$ cat src/rtl/remote_nec_decoder_if.sv
// Bundle between the IR cleaner, the NEC decoder and the control/volume logic.
// master = decoder side (consumes Input, drives the decoded results and strobes).
interface remote_nec_decoder_if;
    logic        Input;
    logic [15:0] Address;
    logic [7:0]  Command;
    logic        Valid;
    logic        Repeat;
    logic        Error;

    modport master (input Input, output Address, Command, Valid, Repeat, Error);
    modport slave  (output Input, input Address, Command, Valid, Repeat, Error);
endinterface

$ cat src/rtl/remote_nec_decoder.sv
// NEC IR frame decoder: times mark/space segments in prescaled ticks and walks a frame FSM.
// Define NEC_EXT_ADDR_EN for extended NEC (16-bit address, no address inverse check).
module remote_nec_decoder #(
    parameter int unsigned TICK_DIV      = 1758,
    parameter int unsigned SPACE_TIMEOUT = 400
) (
    input logic                  Clk,
    input logic                  Reset,
    remote_nec_decoder_if.master nec
);

    typedef enum logic [2:0] {
        StIdle,
        StLeadMark,
        StLeadSpace,
        StBitMark,
        StBitSpace,
        StStopMark,
        StRptMark
    } state_e;

    localparam logic [15:0] TickLast = 16'(TICK_DIV - 1);
    localparam logic [9:0]  SpaceTo  = 10'(SPACE_TIMEOUT);
    localparam logic [9:0]  DurMax   = 10'h3FF;

    state_e      state_q, state_d;
    logic [15:0] presc_q, presc_d;
    logic [9:0]  dur_q, dur_d;
    logic        in_q, prev_q;
    logic [31:0] shift_q, shift_d;
    logic [4:0]  idx_q, idx_d;
    logic        held_q, held_d;
    logic [15:0] addr_q, addr_d;
    logic [7:0]  cmd_q, cmd_d;
    logic        valid_q, valid_d;
    logic        repeat_q, repeat_d;
    logic        error_q, error_d;

    logic        edge_seen, tick;
    logic        is_leader, is_frame_sp, is_rpt_sp, is_short, is_long;
    logic        cmd_ok, addr_ok;
    logic [15:0] addr_val;

    assign edge_seen = (in_q != prev_q);
    assign tick      = (presc_q == TickLast);

    assign is_leader   = (dur_q >= 10'd192) && (dur_q <= 10'd320);
    assign is_frame_sp = (dur_q >= 10'd96)  && (dur_q <= 10'd160);
    assign is_rpt_sp   = (dur_q >= 10'd48)  && (dur_q <= 10'd80);
    assign is_short    = (dur_q >= 10'd8)   && (dur_q <= 10'd24);
    assign is_long     = (dur_q >= 10'd36)  && (dur_q <= 10'd60);

    assign cmd_ok = (shift_q[31:24] == ~shift_q[23:16]);
`ifdef NEC_EXT_ADDR_EN
    assign addr_ok  = 1'b1;
    assign addr_val = shift_q[15:0];
`else
    assign addr_ok  = (shift_q[15:8] == ~shift_q[7:0]);
    assign addr_val = {8'h00, shift_q[7:0]};
`endif

    always_comb begin
        state_d  = state_q;
        presc_d  = tick ? 16'd0 : presc_q + 16'd1;
        dur_d    = (tick && dur_q != DurMax) ? dur_q + 10'd1 : dur_q;
        shift_d  = shift_q;
        idx_d    = idx_q;
        held_d   = held_q;
        addr_d   = addr_q;
        cmd_d    = cmd_q;
        valid_d  = 1'b0;
        repeat_d = 1'b0;
        error_d  = 1'b0;

        if (edge_seen) begin
            presc_d = 16'd0;
            dur_d   = 10'd0;
            // dur_q still holds the length of the segment that this edge just closed
            unique case (state_q)
                StIdle: begin
                    if (!in_q) state_d = StLeadMark;
                end
                StLeadMark: begin
                    state_d = is_leader ? StLeadSpace : StIdle;
                end
                StLeadSpace: begin
                    if (is_frame_sp) begin
                        state_d = StBitMark;
                        idx_d   = 5'd0;
                    end else if (is_rpt_sp) begin
                        state_d = StRptMark;
                    end else begin
                        state_d = StIdle;
                        error_d = 1'b1;
                    end
                end
                StBitMark: begin
                    if (is_short) begin
                        state_d = StBitSpace;
                    end else begin
                        state_d = StIdle;
                        error_d = 1'b1;
                    end
                end
                StBitSpace: begin
                    if (is_short || is_long) begin
                        shift_d = {is_long, shift_q[31:1]};
                        if (idx_q == 5'd31) begin
                            state_d = StStopMark;
                        end else begin
                            idx_d   = idx_q + 5'd1;
                            state_d = StBitMark;
                        end
                    end else begin
                        state_d = StIdle;
                        error_d = 1'b1;
                    end
                end
                StStopMark: begin
                    state_d = StIdle;
                    if (is_short && cmd_ok && addr_ok) begin
                        valid_d = 1'b1;
                        addr_d  = addr_val;
                        cmd_d   = shift_q[23:16];
                        held_d  = 1'b1;
                    end else begin
                        error_d = 1'b1;
                    end
                end
                StRptMark: begin
                    state_d = StIdle;
                    if (!is_short)   error_d  = 1'b1;
                    else if (held_q) repeat_d = 1'b1;
                end
                default: state_d = StIdle;
            endcase
        end else if (state_q != StIdle &&
                     ((in_q && dur_q >= SpaceTo) || (!in_q && dur_q == DurMax))) begin
            state_d = StIdle;
            error_d = 1'b1;
        end

        if (error_d) held_d = 1'b0;
    end

    always_ff @(posedge Clk) begin
        if (!Reset) begin
            state_q  <= StIdle;
            presc_q  <= 16'd0;
            dur_q    <= 10'd0;
            in_q     <= 1'b1;
            prev_q   <= 1'b1;
            shift_q  <= 32'd0;
            idx_q    <= 5'd0;
            held_q   <= 1'b0;
            addr_q   <= 16'd0;
            cmd_q    <= 8'd0;
            valid_q  <= 1'b0;
            repeat_q <= 1'b0;
            error_q  <= 1'b0;
        end else begin
            state_q  <= state_d;
            presc_q  <= presc_d;
            dur_q    <= dur_d;
            in_q     <= nec.Input;
            prev_q   <= in_q;
            shift_q  <= shift_d;
            idx_q    <= idx_d;
            held_q   <= held_d;
            addr_q   <= addr_d;
            cmd_q    <= cmd_d;
            valid_q  <= valid_d;
            repeat_q <= repeat_d;
            error_q  <= error_d;
        end
    end

    assign nec.Address = addr_q;
    assign nec.Command = cmd_q;
    assign nec.Valid   = valid_q;
    assign nec.Repeat  = repeat_q;
    assign nec.Error   = error_q;

endmodule

$ cat src/flat_wrapper.sv
// flat-port wrapper written by rule: the top's interface ports become plain ports
module remote_nec_decoder_flat 
#(
    parameter int unsigned TICK_DIV      = 1758,
    parameter int unsigned SPACE_TIMEOUT = 400
)
  (Clk, Reset, nec_Input, nec_Address, nec_Command, nec_Valid, nec_Repeat, nec_Error);
  remote_nec_decoder_if nec_i ();
  input logic Clk;
  input logic Reset;
  input wire logic [$bits(nec_i.Input)-1:0] nec_Input;
  output wire logic [$bits(nec_i.Address)-1:0] nec_Address;
  output wire logic [$bits(nec_i.Command)-1:0] nec_Command;
  output wire logic [$bits(nec_i.Valid)-1:0] nec_Valid;
  output wire logic [$bits(nec_i.Repeat)-1:0] nec_Repeat;
  output wire logic [$bits(nec_i.Error)-1:0] nec_Error;
  assign nec_i.Input = nec_Input;
  assign nec_Address = nec_i.Address;
  assign nec_Command = nec_i.Command;
  assign nec_Valid = nec_i.Valid;
  assign nec_Repeat = nec_i.Repeat;
  assign nec_Error = nec_i.Error;
  remote_nec_decoder #(.TICK_DIV(TICK_DIV), .SPACE_TIMEOUT(SPACE_TIMEOUT)) u_core (.Clk(Clk), .Reset(Reset), .nec(nec_i));
endmodule
$ cat config.mk
export PLATFORM = sky130hd
export DESIGN_NAME = remote_nec_decoder_flat
export DESIGN_NICKNAME = d
export VERILOG_FILES = /design/src/rtl/remote_nec_decoder_if.sv /design/src/rtl/remote_nec_decoder.sv /design/src/flat_wrapper.sv
export SDC_FILE = /design/constraint.sdc
export NUM_CORES = 1
export LEC_CHECK = 0
export ABC_CLOCK_PERIOD_IN_PS = 2700
export BUFFER_PORTS_ARGS = -buffer_cell sky130_fd_sc_hd__buf_2
export CORE_UTILIZATION = 40
export CTS_BUF_LIST = sky130_fd_sc_hd__clkbuf_16
export DETAILED_ROUTE_END_ITERATION = 16
export HOLD_SLACK_MARGIN = 0.1
export PLACE_DENSITY = 0.56
export REMOVE_ABC_BUFFERS = 1
export SYNTH_ARGS = -nofsm -noshare
export SYNTH_HDL_FRONTEND = slang
export SYNTH_SLANG_ARGS = --single-unit
$ cat constraint.sdc
create_clock -name Clk -period 2.7 [get_ports Clk]
set_clock_uncertainty 0.1 [all_clocks]
set_input_delay 0.405 -clock Clk [delete_from_list [all_inputs] [get_ports Clk]]
set_output_delay 0.405 -clock Clk [all_outputs]
set_load 0.005 [all_outputs]
## Word-level counts from Yosys, hierarchy flattened

Cells that the tools add are included.

| storage, ports and cells | value |
|---|---|
| register bits after elaboration | 88 |
| input port bits | 3 |

| operators by class | value |
|---|---|
| $add $sub $neg | 3 |
| $lt $le $gt $ge | 11 |
| equality and inequality tests | 17 |
| muxes and demuxes | 24 |
| bitwise operators | 3 |
| reductions and logical operators | 28 |

Operator list:

| operator | count |
|---|---|
| 2-to-1 mux 3 bit | 8 |
| >= comparator 10 x 6 -> 1 bit, second input constant | 2 |
| adder 16 x 1 -> 16 bit, second input constant | 1 |
| equality test 16 x 11 -> 1 bit, second input constant | 1 |
| equality test 8 bit | 2 |
| inverter 8 bit | 2 |
| 2-to-1 mux 5 bit | 3 |
| case mux 3 bit (5 select lines) | 1 |
| logical AND 1 bit | 11 |
| adder 10 x 1 -> 10 bit, second input constant | 1 |
| equality test 10 bit, second input constant | 1 |
| >= comparator 10 x 4 -> 1 bit, second input constant | 1 |
| >= comparator 10 x 7 -> 1 bit, second input constant | 1 |
| >= comparator 10 x 8 -> 1 bit, second input constant | 1 |
| >= comparator 10 x 9 -> 1 bit, second input constant | 1 |
| <= comparator 10 x 5 -> 1 bit, second input constant | 1 |
| <= comparator 10 x 6 -> 1 bit, second input constant | 1 |
| <= comparator 10 x 7 -> 1 bit, second input constant | 1 |
| <= comparator 10 x 8 -> 1 bit, second input constant | 1 |
| <= comparator 10 x 9 -> 1 bit, second input constant | 1 |
| inequality test 10 bit, second input constant | 1 |
| case mux 5 bit (2 select lines) | 1 |
| equality test 3 bit, second input constant | 3 |
| 2-to-1 mux 1 bit | 9 |
| other kinds (22) | 30 |

## Depth between registers and ports, before layout

Gate-level depths: netlist of the first run.

| logic depth | value |
|---|---|
| depth in word-level cells | 8 |
| gate-level depth with buffers | 9 |
| gate-level depth less buffers | 7 |

## Least setup slack after synthesis of the first run

No wires, ideal clock.

| timing | value |
|---|---|
| path kind | register to register |
| start | reg u_core.idx_q[0] |
| end | reg u_core.idx_q[3] |
| setup time | 0.074 ns |
| arrival time | 1.946 ns |
| path slack | 0.580 ns |
| stages on the path, launching flop included | 7 |
| buffers on the path | 0 |
| period minus slack after synthesis | 2.120 ns |
| path through | dfxtp_1 ha_1 and3_1 ha_1 or3_4 or4_1 a31oi_1 |

| between the ends | value |
|---|---|
| word-level cells in the longest chain between the ends | 4 |
| elaborated cells between the ends (all ways) | 7 |
| those cells by class | add/sub: 1; eq/ne: 2; mux: 3; reduce/logical: 1 |

Ends and longest elaborated chain:

| element | line | source |
|---|---|---|
| start, declared | remote_nec_decoder.sv:31 | `logic [4:0] idx_q, idx_d;` |
| start signal, assigned | remote_nec_decoder.sv:168 | `idx_q <= idx_d;` |
| adder 5 x 1 -> 5 bit | remote_nec_decoder.sv:111 | `idx_d = idx_q + 5'd1;` |
| 2-to-1 mux 5 bit | remote_nec_decoder.sv:108 | `if (idx_q == 5'd31) begin` |
| 2-to-1 mux 5 bit | remote_nec_decoder.sv:106 | `if (is_short \|\| is_long) begin` |
| case mux 5 bit (2 select lines) | remote_nec_decoder.sv:79 | `unique case (state_q)` |

Several ways; a longest one is shown, not always the timed one. The select of a mux whose other input is x is not followed.
A chain may end at the register's enable or synchronous reset.

## Worst setup path in the final report of the first run

| timing | value |
|---|---|
| start | reg u_core.idx_q[0] |
| end | reg u_core.idx_q[1] |

The elaborated chain is that of the path after synthesis.

==> summary.txt, run 1 <==
Top cells by area, synth: dfxtp_1, nand3_1, o21ai_0
Fmax: 427.8 MHz
Reg2Reg Depth: 7
NetSw: 0.6078 mW
Detailed Route WL: 8914 um
Hold_sp: nec_Input
Dpl hpwl: 6028 um
Post-CTS sizing: 0
CP required: 2.82 ns
CP startpoint kind: flop
Max VDD drop: 326.1 uV
Hold Vio Cnt, Final: 0
Yosys warning count: 0
TritonCTS Buffers: 9
Chip height: 105.5 um
Worst min path class: in2reg
Initial DRC count: 145
Sequential Power Share: 49.2%
Clock transition at path regs: 0.07 ns
Hold buffers post-CTS: 0
Setup violations, final: 0
Drt drc: 0
PortBufs: 21
Fill cells: 1013
Status: finished, final reports clean
Postcts setup bufs: 0
Cell area power density: 561.3 mW/mm^2
Largest net degree at the start of global routing: 69
Final instance area: 0.004742 mm^2
Die area: 0.01112 mm^2
Root Buffer: clkbuf_16
Starting density of the core: 41.29%
Area Overhead vs Synth: 10.75%
Die width: 105.5 um
Sequential fraction of the synthesis area: 41.15%
Initial antenna violation count: 0
Worst EP arrival: 2.46 ns
Clk_lat worst skew: 0.34 ns
Final slew viol count: 0
Max cap viols: 0
Fin Hold WS: 0.1447 ns
Max transition margin: 52.51%
Ys flop type: dfxtp_1
Detail Route Antenna Nets: 0
Vias in the first global route: 3154
Clock sink count: 88
Top cells by count, synth: dfxtp_1, nand3_1, o21ai_0
Final nets: 526
Tcrit/Tclk final: 86.59%
WL/cell: 13.55 um
Clock power frac: 47.9%
Vias/cell: 5.302
GRT Overall Usage: 17.05%
Count of cell types in the netlist: 63
Area share of the largest cell type after synthesis: 41.15%
Gp weighted congestion: 0.7882
DR pass1 iterations: 4
Post-DP Area: 0.004438 mm^2
FP Rows: 37
P_int: 2.054 mW
# IOs: 30
Crit end category: flop
Storage element area: 0.001762 mm^2
LEAKAGE: 1.667 nW
First-pass GRT wire length: 15240 um
Count of flip-flops with a built-in enable after synthesis: 0
Layout cells sized above 1: 13.03%
GRT overflow: 0
Most common cell in the netlist: dfxtp_1
Via count: 3489
Worst slew pin tran: 0.7072 ns
Multi-input logic area: 0.002257 mm^2
Setup slack, reg-to-reg: 0.36 ns
Final period demand of the worst path: 2.338 ns
Htree depth: 3
Synthesized cell area: 0.004282 mm^2
Max Buffers Root-to-Sink: 2
Post-synthesis register bit count: 88
CTS tree: yes
Net Sw Frac: 22.84%
WHS Endpoint: u_core.in_q
Worst Path Max Fanout: 4
Syn Inst Count: 512
Unrepaired setup endpoints after global routing: no
Post-synth top area cell: dfxtp_1
Hold depth: 2
Comb pwr share: 2.8%
Ys async rst share: 0%
N_diodes: 0
Post-synthesis area per instance: 8.363 um^2
Core area: 0.01037 mm^2
Reg2Reg Launch Point: u_core.idx_q[0]
Critical path class: reg2reg
Reg2reg end: u_core.idx_q[1]
worst max-delay path: stages (launching register included):
cell	delay (ns)
dfxtp_1	0.34
ha_1	0.25
and3_1	0.20
ha_1	0.23
or3_4	0.42
o41a_1	0.17
a31o_1	0.25
a32o_1	0.27
per-stage QoR:
step           instances  TNS, ns  setup WS (ns)  utilization (%)  total power [mW]
3_3_place_gp         642        0         0.4902            42.80             1.416
2_1_floorplan        472   -8.137        -0.2683                -             1.379
3_5_place_dp         642        0         0.4090            42.80             1.416
6_report             658        0         0.3622            45.73             2.662
5_1_grt              658        0         0.2893            45.73             2.757
4_1_cts              658        0         0.3762            45.73             2.689
layout make-up:
cell class,instances,share of cell area (%)
Clock buffer,9,4.749
Clock inverter,7,1.662
Inverter,9,0.7124
Multi-Input combinational cell,375,47.60
Sequential cell,88,37.15
Tap cell,136,3.588
Timing Repair Buffer,34,4.538
cells by family after synthesis:
logic type | Yosys count | synth area share, %
flip-flops | 88 | 41.15
multiplexers | 2 | 0.4676
adder cells (fa/ha/maj) | 6 | 1.753
XOR/XNOR | 39 | 7.978
buffers and inverters | 56 | 6.750
AO/OA/AOI/OAI | 107 | 15.20
AND/OR/NAND/NOR | 213 | 26.62
other | 1 | 0.08758
power by group through the flow:
stage	clock (mW)	combinational (mW)	sequential (mW)
4_1_cts	1.30	0.0761	1.31
3_3_place_gp	0	0.0753	1.34
6_report	1.28	0.0754	1.31
3_5_place_dp	0	0.0757	1.34
2_1_floorplan	0	0.0379	1.34
5_1_grt	1.36	0.0850	1.31
routing by layer:
| layer | share of wire [%] | vias up | track usage [%] |
|---|---|---|---|
| met5 | 0 | - | 0 |
| met1 | 53 | 1615 | 23.56 |
| met3 | 2.6 | 9 | 2.845 |
| met4 | 1.3 | 0 | 8.350 |
| met2 | 43 | 51 | 25.61 |
| li1 | - | 1814 | - |
flip-flops by register name (all words and copies together) (netlist names):
register and cells:
u_core.dur_q 10, u_core.held_q 1, u_core.idx_q 5, u_core.in_q 1
u_core.nec.Address 8, u_core.nec.Command 8, u_core.nec.Error 1, u_core.nec.Repeat 1
u_core.nec.Valid 1, u_core.presc_q 16, u_core.prev_q 1, u_core.shift_q 32
u_core.state_q 3
layout by cell type (no fill, tap or decap), types with 3 or more instances in the layout:
cell | synthesis | layout
nand4_1 | 11 | 11
o21ai_1 | 5 | 5
nor2_1 | 29 | 29
xor2_1 | 14 | 14
xnor2_1 | 25 | 25
nand3b_1 | 3 | 3
ha_1 | 6 | 6
inv_1 | 9 | 9
nor4_1 | 10 | 10
a21oi_1 | 22 | 22
and3_1 | 11 | 11
or3_1 | 4 | 4
nand3_1 | 60 | 60
nor3_1 | 7 | 7
o211a_1 | 3 | 3
buf_4 | 12 | 12
dfxtp_1 | 88 | 88
a32o_1 | 3 | 3
conb_1 | 1 | 8
o21ai_0 | 50 | 50
nand2_1 | 47 | 47
buf_2 | 7 | 21
or2_2 | 4 | 4
clkbuf_16 | 0 | 9
a31oi_1 | 3 | 3
nand2b_1 | 3 | 3
how the worst max path moves through the flow:
stage                               start                end  slack, ns  depth (start not counted)
final                     u_core.idx_q[0]    u_core.idx_q[1]       0.36                          7
after global routing      u_core.idx_q[0]    u_core.idx_q[1]       0.29                          7
after CTS                 u_core.idx_q[0]    u_core.idx_q[1]       0.38                          7
after detailed placement  u_core.idx_q[0]    u_core.idx_q[1]       0.41                          7
after global placement    u_core.idx_q[0]    u_core.idx_q[3]       0.49                          6
after floorplan           u_core.dur_q[6]  u_core.shift_q[0]      -0.27                          3
(Power assumes the default switching activity.)
==> run 2, diff against run 1 <==
--- a/config.mk
+++ b/config.mk
@@ -5,7 +5,7 @@
 export SDC_FILE = /design/constraint.sdc
 export NUM_CORES = 1
 export LEC_CHECK = 0
-export ABC_CLOCK_PERIOD_IN_PS = 2700
+export ABC_CLOCK_PERIOD_IN_PS = 2900
 export BUFFER_PORTS_ARGS = -buffer_cell sky130_fd_sc_hd__buf_2
 export CORE_UTILIZATION = 40
 export CTS_BUF_LIST = sky130_fd_sc_hd__clkbuf_16
==> constraint.sdc (replaced) <==
create_clock -name Clk -period 2.9 [get_ports Clk]
set_clock_uncertainty 0.1 [all_clocks]
set_input_delay 0.435 -clock Clk [delete_from_list [all_inputs] [get_ports Clk]]
set_output_delay 0.435 -clock Clk [all_outputs]
set_load 0.005 [all_outputs]
==> run 2 against run 1 <==
Against the previous run: maximum frequency down 6.4%; combinational power down 12%; core utilization decreased by 0.35 points; critical path type unchanged; clock power fell by 10%; highest routed layer unchanged; largest power group unchanged; sequential share of layout area is 0.29 points higher; die area stayed put; sequential power is 7% lower; worst hold slack better by 0.037 ns.
==> summary.txt, run 2 (synthesized netlist as in run 1, its figures left out) <==
N_diodes: 0 (unchanged)
Max VDD drop: 216.4 uV (was 326.1 uV)
Detailed Route WL: 8837 um (was 8914 um)
Initial DRC count: 181 (was 145)
Max Buffers Root-to-Sink: 2 (unchanged)
Unrepaired setup endpoints after global routing: no (unchanged)
Core area: 0.01037 mm^2 (unchanged)
Htree depth: 3 (unchanged)
CP startpoint kind: flop (unchanged)
PortBufs: 21 (unchanged)
Clock transition at path regs: 0.06 ns (was 0.07 ns)
Gp weighted congestion: 0.8229 (was 0.7882)
CP top delay family: simple AND/OR/NAND/NOR gates (was compound AO/OA/AOI/OAI gates)
Clock sink count: 88 (unchanged)
WL/cell: 13.51 um (was 13.55 um)
Drt drc: 0 (unchanged)
Setup violations, final: 0 (unchanged)
Commonest non-fill, non-tap cell in the layout: dfxtp_1 (unchanged)
# IOs: 30 (unchanged)
Worst min path class: in2reg (unchanged)
Dpl hpwl: 6153 um (was 6028 um)
Chip height: 105.5 um (unchanged)
Crit end category: flop (unchanged)
Worst EP arrival: 2.60 ns (was 2.46 ns)
Crit-path cells: or4_4 > nor4_2 > nand3_1 > o21ai_0 > a21oi_1 (was ha_1 > and3_1 > ha_1 > or3_4 > o41a_1 > a31o_1 > a32o_1)
Final Non-Filler Cells: 654 (was 658)
Final period demand of the worst path: 2.498 ns (was 2.338 ns)
Die width: 105.5 um (unchanged)
Worst slew pin tran: 0.7228 ns (was 0.7072 ns)
Post-Route Setup TNS: 0 ns (unchanged)
Final instance area: 0.004706 mm^2 (was 0.004742 mm^2)
Cell area power density: 519.5 mW/mm^2 (was 561.3 mW/mm^2)
Met3 GRT Util: 2.288% (was 2.845%)
Hold buffers post-CTS: 0 (unchanged)
CP required: 3.00 ns (was 2.82 ns)
Detail Route Antenna Nets: 0 (unchanged)
Tcrit/Tclk final: 86.13% (was 86.59%)
Power after layout: 2.445 mW (was 2.662 mW)
Largest net degree at the start of global routing: 64 (was 69)
Clk_lat worst skew: 0.33 ns (was 0.34 ns)
Fmax: 400.4 MHz (was 427.8 MHz)
CTS tree: yes (unchanged)
Initial antenna violation count: 0 (unchanged)
Biggest regs: u_core.shift_q x32, u_core.presc_q x16, u_core.dur_q x10 (unchanged)
Max cap viols: 0 (unchanged)
Commonest non-fill, non-tap cells in the layout: dfxtp_1, nand3_1, o21ai_0 (unchanged)
TritonCTS Buffers: 9 (unchanged)
Vias in the first global route: 3106 (was 3154)
Dpl cells: 638 (was 642)
Critical path buffer and inverter count: 0 (unchanged)
LEAKAGE: 1.654 nW (was 1.667 nW)
Slowest stage delay, CP: 0.64 ns (was 0.42 ns)
Layout cells sized above 1: 12.16% (was 13.03%)
Critical path class: reg2reg (unchanged)
Via count: 3443 (was 3489)
DR pass1 iterations: 4 (unchanged)
Die area: 0.01112 mm^2 (unchanged)
Met1 usage: 23.71% (was 23.56%)
Met2 global-route usage: 25.23% (was 25.61%)
GRT Overall Usage: 16.64% (was 17.05%)
Post-CTS sizing: 0 (unchanged)
Hold Vio Cnt, Final: 0 (unchanged)
Status: finished, final reports clean (unchanged)
Starting density of the core: 41.29% (unchanged)
Max transition margin: 51.47% (was 52.51%)
GR peak layer: met2 (unchanged)
Area Overhead vs Synth: 9.906% (was 10.75%)
Worst Path Max Fanout: 17 (was 4)
FP Rows: 37 (unchanged)
Slowest stage cell, crit path: or4_4 (was or3_4)
First-pass GRT wire length: 14920 um (was 15240 um)
Final slew viol count: 0 (unchanged)
Max FFs per register: 32 (unchanged)
Vias/cell: 5.265 (was 5.302)
Final nets: 522 (was 526)
Biggest register: u_core.shift_q (unchanged)
Postcts setup bufs: 0 (unchanged)
Root Buffer: clkbuf_16 (unchanged)
Post-DP Area: 0.004408 mm^2 (was 0.004438 mm^2)
GRT overflow: 0 (unchanged)
==> run 2: cell type report <==
class	instances	area, um^2
multi-input combinational	375	2257
sequential	88	1762
inverter	9	33.78
clock inverter	7	72.57
fill	1066	5664
tap	136	170.2
timing repair buffer	30	185.2
clock buffer	9	225.2
==> run 2: power breakdown <==
| part | switching, mW | internal (mW) | leakage [nW] |
|---|---|---|---|
| clock | 0.484 | 0.670 | 0.152 |
| combinational | 0.0470 | 0.0194 | 0.792 |
| sequential | 0.00929 | 1.21 | 0.710 |
| total | 0.541 | 1.90 | 1.65 |
==> run 2: worst paths after layout <==
| kind | from | end | slack (ns) | cells after the start |
|---|---|---|---|---|
| setup / recovery | u_core.dur_q[6] | u_core.nec.Command[2] | 0.40 | 5 |
| hold reg to reg | u_core.held_q | u_core.nec.Repeat | 0.35 | 2 |
| hold / removal | nec_Input | u_core.in_q | 0.18 | 2 |
| setup reg to reg | u_core.dur_q[6] | u_core.nec.Command[2] | 0.40 | 5 |
==> run 2: stage by stage <==
stage               hold WS [ns]  util, %  worst slack, ns
CTS                       0.1727    45.38           0.3890
global placement          0.3381    42.51           0.4550
finish                    0.1814    45.38           0.4023
global route              0.2148    45.38          0.09598
floorplan                 0.3144        -         -0.06827
detailed placement        0.3387    42.51           0.3991
==> run 2: metal layers <==
metal	wire, um	vias up	part of all wire [%]
met2	3858	62	44
li1	-	1802	-
met3	288	7	3.3
met5	0	-	0
met1	4600	1572	52
met4	89	0	1.0
==> run 3, diff against run 2 <==
--- a/config.mk
+++ b/config.mk
@@ -7,11 +7,13 @@
 export LEC_CHECK = 0
 export ABC_CLOCK_PERIOD_IN_PS = 2900
 export BUFFER_PORTS_ARGS = -buffer_cell sky130_fd_sc_hd__buf_2
+export CELL_PAD_IN_SITES_DETAIL_PLACEMENT = 1
+export CELL_PAD_IN_SITES_GLOBAL_PLACEMENT = 1
 export CORE_UTILIZATION = 40
 export CTS_BUF_LIST = sky130_fd_sc_hd__clkbuf_16
 export DETAILED_ROUTE_END_ITERATION = 16
 export HOLD_SLACK_MARGIN = 0.1
-export PLACE_DENSITY = 0.56
+export PLACE_DENSITY = 0.7
 export REMOVE_ABC_BUFFERS = 1
 export SYNTH_ARGS = -nofsm -noshare
 export SYNTH_HDL_FRONTEND = slang
==> run 3 against run 2 <==
Against the previous run: register-to-register slack got worse by 0.06 ns; die area unchanged; critical path depth unchanged; cell count decreased by 0.15%; largest cell class unchanged; highest routed layer unchanged; global-route usage increased by 3.1 points; first-iteration DRC count increased by 9.4%; clock power decreased by 7%; cell area decreased by 0.82%.
==> summary.txt, run 3 (synthesized netlist as in run 1, its figures left out) <==
Critical path class: reg2reg (unchanged)
Via count: 3593 (was 3443)
Dpl cells: 637 (was 638)
GRT overflow: 0 (unchanged)
Clk_lat worst skew: 0.34 ns (was 0.33 ns)
Hold Vio Cnt, Final: 0 (unchanged)
Vias in the first global route: 3520 (was 3106)
Gp weighted congestion: 0.8550 (was 0.8229)
Largest net degree at the start of global routing: 67 (was 64)
TritonCTS Buffers: 9 (unchanged)
Final nets: 521 (was 522)
Max FFs per register: 32 (unchanged)
Worst slew pin tran: 0.7257 ns (was 0.7228 ns)
FP Rows: 37 (unchanged)
Unrepaired setup endpoints after global routing: no (unchanged)
Status: finished, final reports clean (unchanged)
Chip height: 105.5 um (unchanged)
Max Buffers Root-to-Sink: 2 (unchanged)
Drt drc: 0 (unchanged)
Final slew viol count: 0 (unchanged)
# IOs: 30 (unchanged)
Root Buffer: clkbuf_16 (unchanged)
CP required: 3.00 ns (about the same)
Crit end category: flop (unchanged)
Reg2Reg Launch Point: u_core.dur_q[6] (unchanged)
Biggest register: u_core.shift_q (unchanged)
Max cap viols: 0 (unchanged)
Initial antenna violation count: 0 (unchanged)
Setup violations, final: 0 (unchanged)
Vias/cell: 5.502 (was 5.265)
N_diodes: 0 (unchanged)
Commonest non-fill, non-tap cell in the layout: dfxtp_1 (unchanged)
Clock transition at path regs: 0.06 ns (about the same)
Worst EP arrival: 2.65 ns (was 2.60 ns)
Post-Route Setup TNS: 0 ns (unchanged)
Initial DRC count: 198 (was 181)
Hold buffers post-CTS: 0 (unchanged)
Final period demand of the worst path: 2.554 ns (was 2.498 ns)
Max transition margin: 51.27% (was 51.47%)
Commonest non-fill, non-tap cells in the layout: dfxtp_1, nand3_1, o21ai_0 (unchanged)
Max VDD drop: 338.2 uV (was 216.4 uV)
Cell area power density: 506.5 mW/mm^2 (was 519.5 mW/mm^2)
GRT Overall Usage: 19.74% (was 16.64%)
Postcts setup bufs: 0 (unchanged)
LEAKAGE: 1.631 nW (was 1.654 nW)
Detailed Route WL: 10370 um (was 8837 um)
Clock sink count: 88 (unchanged)
DR pass1 iterations: 4 (unchanged)
Die width: 105.5 um (unchanged)
Critical Path Start: u_core.dur_q[6] (unchanged)
Reg2Reg Depth: 5 (unchanged)
Final Non-Filler Cells: 653 (was 654)
PortBufs: 21 (unchanged)
Worst min path class: in2reg (unchanged)
Core area: 0.01037 mm^2 (unchanged)
Detail Route Antenna Nets: 0 (unchanged)
Layout cells sized above 1: 11.80% (was 12.16%)
Setup crit end: u_core.nec.Command[3] (was u_core.nec.Command[2])
WL/cell: 15.87 um (was 13.51 um)
Setup slack, reg-to-reg: 0.35 ns (was 0.40 ns)
CP startpoint kind: flop (unchanged)
Area Overhead vs Synth: 9.001% (was 9.906%)
Tcrit/Tclk final: 88.07% (was 86.13%)
Worst Path Max Fanout: 16 (was 17)
First-pass GRT wire length: 17750 um (was 14920 um)
CTS tree: yes (unchanged)
Fmax: 391.5 MHz (was 400.4 MHz)
Reg2reg end: u_core.nec.Command[3] (was u_core.nec.Command[2])
Dpl hpwl: 7071 um (was 6153 um)
Biggest regs: u_core.shift_q x32, u_core.presc_q x16, u_core.dur_q x10 (unchanged)
Die area: 0.01112 mm^2 (unchanged)
Starting density of the core: 41.29% (unchanged)
Post-CTS sizing: 0 (unchanged)
Htree depth: 3 (unchanged)
-- run 3: cell types whose count changed in the layout (fill, tap and decap cells not counted) --
cell | previous run | this run
inv_8 | 1 | 0
buf_4 | 8 | 7
inv_1 | 10 | 11
bufinv_16 | 1 | 0
clkinv_4 | 2 | 1
clkinvlp_4 | 0 | 2
-- run 3: worst min-delay path by stage --
stage | from | end | slack, ns | depth (start not counted)
floorplan | u_core.held_q | u_core.nec.Repeat | 0.31 | 2
global placement | u_core.held_q | u_core.nec.Repeat | 0.33 | 2
detailed placement | u_core.held_q | u_core.nec.Repeat | 0.34 | 2
CTS | nec_Input | u_core.in_q | 0.17 | 2
global route | nec_Input | u_core.in_q | 0.19 | 2
finish | nec_Input | u_core.in_q | 0.18 | 2
-- run 3: per-layer routing --
metal	wire length [um]	vias to the layer above	track usage [%]
li1	-	1804	-
met1	5383	1744	27.65
met2	4665	41	30.45
met3	266	4	5.009
met4	50	0	4.225
met5	0	-	0
-- run 3: cell type report --
type                            count  area [um^2]
Multi-Input combinational cell    375         2257
Timing Repair Buffer               29        177.7
Sequential cell                    88         1762
Clock inverter                      7        41.29
Tap cell                          136        170.2
Fill cell                        1246         5703
Clock buffer                        9        225.2
Inverter                            9        33.78
-- run 3: power by group --
group | internal [mW] | total [mW] | switching (mW)
Sequential | 1.21 | 1.22 | 0.0100
Combinational | 0.0190 | 0.0687 | 0.0497
Clock | 0.573 | 1.07 | 0.498
Total | 1.81 | 2.36 | 0.558
-- run 3: worst max-delay path: stages, from the launching register on --
cell,delay [ns]
dfxtp_1,0.41
or4_4,0.61
nor4_2,0.35
nand3_1,0.50
o21ai_0,0.34
a21oi_1,0.10
-- run 3: per-stage QoR --
step                area (um^2)  power, mW  hold WS, ns  setup WS [ns]  utilization, %
global route               4667      2.448       0.1881         0.1738           45.00
detailed placement         4400      1.320       0.3363         0.3592           42.43
finish                     4667      2.364       0.1819         0.3459           45.00
floorplan                  4053      1.284       0.3144       -0.06827               -
global placement           4400      1.318       0.3349         0.5291           42.43
CTS                        4667      2.392       0.1700         0.3684           45.00
